## src/rtl/trap_ctrl.sv

```systemverilog
// Interrupt/exception sequencer: edge-captured maskable IRQs, illegal-op traps, EPC/cause, kernel mode.
// Latency: pc_src/trap_vector are combinational this cycle; epc/cause/state/pending update next cycle.
// Backpressure: none; decisions are taken only on cycles with instr_valid, otherwise state holds.
module trap_ctrl #(
  parameter int unsigned N_IRQ   = 4,
  parameter int unsigned PC_W    = 32,
  parameter logic [31:0] VEC_IRQ = 32'h80000004,
  parameter logic [31:0] VEC_EXC = 32'h80000008
) (
  input  logic             clk,
  input  logic             reset,
  input  logic [N_IRQ-1:0] irq_in,
  input  logic             mask_we,
  input  logic [N_IRQ-1:0] mask_wdata,
  input  logic             ack_we,
  input  logic [3:0]       ack_idx,
  input  logic             instr_valid,
  input  logic             illegal_op,
  input  logic             eret,
  input  logic [PC_W-1:0]  pc_cur,
  input  logic [PC_W-1:0]  pc_plus4,
  output logic [2:0]       pc_src,
  output logic [PC_W-1:0]  trap_vector,
  output logic [PC_W-1:0]  epc,
  output logic [7:0]       cause,
  output logic             kernel_mode,
  output logic [N_IRQ-1:0] irq_pending
);

  typedef enum logic {
    USER   = 1'b0,
    KERNEL = 1'b1
  } state_t;

  localparam logic [2:0] SRC_NONE = 3'b000;
  localparam logic [2:0] SRC_IRQ  = 3'b100;
  localparam logic [2:0] SRC_EXC  = 3'b101;
  localparam logic [2:0] SRC_ERET = 3'b110;

  localparam logic [PC_W-1:0] VEC_IRQ_PC = PC_W'(VEC_IRQ);
  localparam logic [PC_W-1:0] VEC_EXC_PC = PC_W'(VEC_EXC);

  state_t           state;
  state_t           state_nxt;
  logic [N_IRQ-1:0] irq_prev;
  logic [N_IRQ-1:0] pending;
  logic [N_IRQ-1:0] pending_nxt;
  logic [N_IRQ-1:0] irq_mask;
  logic [3:0]       irq_k;

  // Decision strobes, one-hot by construction of the priority chain
  logic take_exc;    // illegal op in USER
  logic take_irq;    // enabled IRQ pending in USER
  logic dbl_fault;   // illegal op in KERNEL
  logic do_eret;     // return from handler

  assign irq_pending = pending & irq_mask;
  assign kernel_mode = (state == KERNEL);

  // Pending update: ack clears one in-range bit, a fresh rising edge sets it and wins over the ack
  always_comb begin
    pending_nxt = pending;
    for (int i = 0; i < int'(N_IRQ); i++) begin
      if (ack_we && (ack_idx == 4'(i))) pending_nxt[i] = 1'b0;
    end
    pending_nxt = pending_nxt | (irq_in & ~irq_prev);
  end

  // Lowest-numbered enabled pending line has highest priority
  always_comb begin
    irq_k = 4'd0;
    for (int i = int'(N_IRQ) - 1; i >= 0; i--) begin
      if (irq_pending[i]) irq_k = 4'(i);
    end
  end

  // Edge detector, pending latch and mask register
  always_ff @(posedge clk) begin
    if (reset) begin
      irq_prev <= '0;
      pending  <= '0;
      irq_mask <= '0;
    end else begin
      irq_prev <= irq_in;
      pending  <= pending_nxt;
      if (mask_we) irq_mask <= mask_wdata;
    end
  end

  // FSM state register
  always_ff @(posedge clk) begin
    if (reset) state <= USER;
    else       state <= state_nxt;
  end

  // FSM next-state: enter KERNEL on any USER trap, leave only on eret
  always_comb begin
    state_nxt = state;
    if (take_exc || take_irq) state_nxt = KERNEL;
    else if (do_eret)         state_nxt = USER;
  end

  // FSM outputs: trap decision and PC override; forced quiet while reset is held
  always_comb begin
    take_exc    = 1'b0;
    take_irq    = 1'b0;
    dbl_fault   = 1'b0;
    do_eret     = 1'b0;
    pc_src      = SRC_NONE;
    trap_vector = '0;
    if (!reset && instr_valid) begin
      case (state)
        USER: begin
          if (illegal_op) begin
            take_exc    = 1'b1;
            pc_src      = SRC_EXC;
            trap_vector = VEC_EXC_PC;
          end else if (|irq_pending) begin
            take_irq    = 1'b1;
            pc_src      = SRC_IRQ;
            trap_vector = VEC_IRQ_PC;
          end
          // eret in USER mode is a no-op
        end
        KERNEL: begin
          // IRQs stay pending while a handler runs
          if (illegal_op) begin
            dbl_fault   = 1'b1;
            pc_src      = SRC_EXC;
            trap_vector = VEC_EXC_PC;
          end else if (eret) begin
            do_eret     = 1'b1;
            pc_src      = SRC_ERET;
            trap_vector = epc;
          end
        end
        default: begin
          pc_src = SRC_NONE;
        end
      endcase
    end
  end

  // Trap bookkeeping: EPC and cause; a double fault only rewrites cause so the original EPC survives
  always_ff @(posedge clk) begin
    if (reset) begin
      epc   <= '0;
      cause <= 8'h00;
    end else if (take_exc) begin
      epc   <= pc_cur;
      cause <= 8'h00;
    end else if (take_irq) begin
      epc   <= pc_plus4;
      cause <= 8'h10 + {4'b0000, irq_k};
    end else if (dbl_fault) begin
      cause <= 8'h01;
    end
  end

endmodule

```

## config.mk

```make
export PLATFORM = sky130hd
export DESIGN_NAME = trap_ctrl
export DESIGN_NICKNAME = d
export VERILOG_FILES = /design/src/rtl/trap_ctrl.sv
export SDC_FILE = /design/constraint.sdc
export NUM_CORES = 1
export LEC_CHECK = 0
export ABC_AREA = 1
export CORE_ASPECT_RATIO = 2
export CORE_MARGIN = 2
export CORE_UTILIZATION = 30
export DETAILED_ROUTE_END_ITERATION = 8
export MAX_ROUTING_LAYER = met4
export PLACE_DENSITY_LB_ADDON = 0.2
export SYNTH_ARGS = -nofsm -noshare
export SYNTH_HDL_FRONTEND = slang
export SYNTH_SLANG_ARGS = --single-unit
```

## constraint.sdc

```tcl
create_clock -name clk -period 1.6 [get_ports clk]
set_input_delay 0.24 -clock clk [delete_from_list [all_inputs] [get_ports clk]]
set_output_delay 0.24 -clock clk [all_outputs]
set_load 0.02 [all_outputs]
```

# After elaboration in Yosys (flattened, before gate mapping)
# Index checks and enable logic that the tools add are counted.
# totals
reg_bits	53
input_bits	83
out_inout_bits	80
# classes
add_sub_neg	1
eq_ne	3
muxes	39
n_bitwise	5
n_reduce_logical	13
# op_table
op	count
32-bit 2-to-1 mux	7
32-bit case mux with 2 select lines	1
1-bit 2-to-1 mux	19
8-bit 2-to-1 mux	2
3-bit 2-to-1 mux	5
4-bit 2-to-1 mux	3
4-bit bitwise AND	2
4-bit by 2-bit equality test with 1-bit output (second input constant)	2
5-bit by 4-bit adder with 6-bit output (first input constant)	1
3-bit case mux with 2 select lines	1
2-bit nonzero test	3
1-bit logical AND	5
4-bit by 1-bit equality test with 1-bit output (second input constant)	1
4-bit zero test	1
4-bit inverter	1
4-bit OR	1
4-bit OR reduction	1
2-bit 2-to-1 mux	1
2-bit OR reduction	1
1-bit zero test	1
1-bit logical OR	1
1-bit inverter	1

# Longest topological paths before layout
# logic_depth
depth_word	8
ltp_mapped	10
mapped_depth_nobuf	9

# Least setup slack after synthesis
# No wires, ideal clock.
# synth_timing
path_kind	register to output
startpoint	register state, in the netlist kernel_mode
endpoint	output port trap_vector[2]
t_arrival_ps	1730
t_required_ps	1360
setup_slack_ps	-370
stages_incl_launch_ff	8
path_buffers	1
path_cell_list	dfxtp_1 > inv_2 > nor2_1 > nand2_1 > nor2_1 > inv_1 > clkbuf_1 > o21ai_1
# synth_via
elab_chain_cells	3
# synth_lines
item	line	source
start, declared	43	state_t state;
start signal, assigned	93	else state <= state_nxt;
1-bit inverter	-	
32-bit case mux with 2 select lines (*)	112	case (state)
32-bit 2-to-1 mux (*)	111	if (!reset && instr_valid) begin
end, declared	23	output logic [PC_W-1:0] trap_vector,
# Mark *: on every way between the ends. The rest lies on a longest branch, timed or not.

# Worst setup path in the final report
# layout_timing
startpoint	register state, in the netlist kernel_mode
endpoint	output port trap_vector[4]
# Same word-level chain as after synthesis.

==> metrics.md <==
| Metric | Value |
|---|---|
| Status | `finished, violations left` |
| Failing checks | `setup timing` |
| FMAX | `604 MHz` |
| Crit path max-delay family | `buffers and inverters` |
| Finished Core Util | `0.590` |
| PD cells | `687 nW/um^2` |
| Post-synthesis register bit count | `48` |
| FF-to-FF path depth | `12` |
| CP max stage delay | `0.33 ns` |
| First-pass GRT wire length | `15.2 mm` |
| Root buffer cell | `clkbuf_16` |
| Synth unique cells | `24` |
| Critical path peak fanout | `10` |
| Fill cells | `835` |
| Die Span Y | `138 um` |
| Initial core utilization | `0.311` |
| Pins Over Slew Limit | `0` |
| HP Class | `in -> reg` |
| Crit Path Class | `reg -> out` |
| Max-cap viol count | `0` |
| Placer Congestion | `0.907` |
| Worst Hold Depth | `3` |
| Starting DRT DRC Count | `150` |
| Final wirelength | `10.4 mm` |
| Avg WL per Cell | `14.1 um` |
| First-pass DRT Iterations | `4` |
| Average size of a mapped cell | `5.90 um^2` |
| Worst EP arrival | `1.41 ns` |
| Core area | `8650 um^2` |
| CTS tree | `done` |
| Reg clk slew, reported paths | `0.07 ns` |
| Post-CTS Hold Fix Bufs | `0` |
| VDD IR max | `0.000572 V` |
| CTS sink cnt | `48` |
| Slowest cell on the critical path | `dfxtp_2` |
| Total CTS buffers | `5` |
| Vias | `3364` |
| Layout net count | `720` |
| Dpl hpwl | `7.18 mm` |
| Grt ovf | `0` |
| Clock period minus worst slack | `1.65 ns` |
| Register area share after synthesis | `0.357` |
| GR Util All Layers | `0.204` |
| IO buf count | `157` |
| Share of layout cells above drive strength 1 | `0.221` |
| Post-Syn Area | `2690 um^2` |
| Cell Chain, Critical Path | `inv_2, nor2_4, nand2_2, nor2_4, inv_6, buf_12, nor2_4, buf_4` |
| Vias in the first global route | `3250` |
| Area of the die | `9780 um^2` |
| Hold Vio Cnt, Final | `0` |
| N_diodes | `0` |
| Ports | `163` |
| Synthesis Warnings | `0` |
| Worst EP required | `1.36 ns` |
| Antenna violations before repair | `0` |
| Unrepaired setup endpoints after global routing | `yes` |
| Leakage | `2.50 nW` |
| Buf/Inv on CP | `4` |
| Placed Area | `4680 um^2` |
| Drc violations | `0` |
| Worst Hold Slack | `0.312 ns` |
| Die X-Extent | `70.9 um` |
| CP Launch Type | `register` |
| Crit share post-route | `1.03` |
| Worst setup EP type | `output port` |
| Pin count of the biggest net entering global routing | `41` |
| Post-route design area | `5100 um^2` |
| Clock buffer depth | `2` |
| ANT nets after route | `0` |
| Power, Total | `3.51 mW` |
| Stages on worst setup path | `8` |
| Crit-path most repeated cell | `nor2_4` |
| H-tree levels | `2` |
| Cell row count | `48` |
| Clock Latency Late Sink | `0.29 ns` |
| P&R area growth vs syn | `89.8%` |
| Final setup violating endpoints | `29` |
| Via/cell ratio | `4.56` |
| Post-Syn Instances | `456` |
| Post-route worst setup slack | `-0.0549 ns` |
| Clock skew | `0.00690 ns` |
==> routing by layer <==
layer | global-route usage | vias to the layer above | wire (um)
met1 | 0.198 | 1514 | 3680
met5 | - | - | 0
met3 | 0.0298 | 20 | 493
met2 | 0.387 | 108 | 5940
met4 | 0.0985 | 0 | 304
li1 | - | 1722 | -
==> through the flow <==
| step | setup TNS (ns) | cells | worst slack [ns] |
|---|---|---|---|
| global route | -4.20 | 738 | -0.133 |
| CTS | -2.82 | 728 | -0.115 |
| detailed placement | -34.87 | 715 | -0.666 |
| global placement | -32.88 | 715 | -0.631 |
| finish | -0.989 | 738 | -0.0549 |
| floorplan | 0 | 460 | 0.00806 |
==> where the power goes <==
part | internal (mW) | switching [mW] | total, mW
Combinational | 0.497 | 0.498 | 0.995
Clock | 0.734 | 0.454 | 1.19
Sequential | 1.28 | 0.0446 | 1.33
==> timing repair <==
| action | 4_1_cts | 5_1_grt |
|---|---|---|
| buffers inserted | 3 | 6 |
| setup endpoints to repair | 76 | 68 |
| gates cloned | 2 | 4 |
| pin swaps | 6 | 9 |
| gates resized for setup | 199 | 24 |
==> registers in the layout (all words and copies together) (netlist names) <==
name / flops
pending: 4
irq_mask: 4
kernel_mode: 1
cause: 3
irq_prev: 4
epc: 32
==> cells in the mapped netlist, drive strengths merged <==
library cell / instances / area [um^2]
a211oi: 1 / 7.51
nand3: 37 / 185
conb: 1 / 3.75
nor3: 3 / 15.0
nand2: 149 / 574
a21oi: 5 / 25.0
dfxtp: 48 / 961
nor2: 118 / 464
nand4: 1 / 6.26
inv: 51 / 194
buf: 22 / 153
clkbuf: 6 / 22.5
o21ai: 11 / 58.8
o22ai: 3 / 18.8
==> cells in the final DEF, fill, tap and decap left out, drive strengths merged, types with 2 or more instances in the layout <==
cell type,n
buf,72
o22ai,3
conb,5
nand2,149
clkbuf,8
o21ai,11
nand3,37
dfxtp,48
nor3,3
inv,51
clkdlybuf4s50,113
dlymetal6s2s,2
dlygate4sd2,7
a21oi,5
nor2,119
==> worst register-to-register path, cell delays in order, from the launching register on <==
cell       delay [ns]
dfxtp_2          0.32
inv_2            0.07
buf_4            0.13
nand2_4          0.06
nor2_1           0.08
buf_4            0.13
o21ai_4          0.07
buf_6            0.12
buf_4            0.14
clkbuf_16        0.16
nand3_1          0.07
nand2_1          0.05
nor2_1           0.11
==> kinds of logic (layout without fill, tap and decap cells) <==
group	count (synthesis)	count (layout)	share of synthesized area
other	1	5	0.00139
AND/OR/NAND/NOR	308	309	0.463
buffers and inverters	79	256	0.137
flip-flops	48	48	0.357
AO/OA/AOI/OAI	20	20	0.0409
==> worst paths after layout <==
check	start	end	slack (ns)
max	kernel_mode$_SDFFE_PP0P_	trap_vector[4]	-0.05
min	reset	pending[0]$_SDFF_PP0_	0.31
max reg2reg	kernel_mode$_SDFFE_PP0P_	epc[18]$_SDFFE_PP0P_	0.01
min reg2reg	irq_prev[3]$_SDFF_PP0_	pending[3]$_SDFF_PP0_	0.43
==> cell type report <==
class,count,area [um^2],area share
repair buffers,197,2000,0.392
multi-input cells,334,1640,0.322
flip-flops and latches,48,963,0.189
inverters,51,201,0.0395
clock buffers,5,125,0.0245
well taps,100,125,0.0245
clock inverters,3,42.5,0.00834
(Power assumes the default switching activity.)
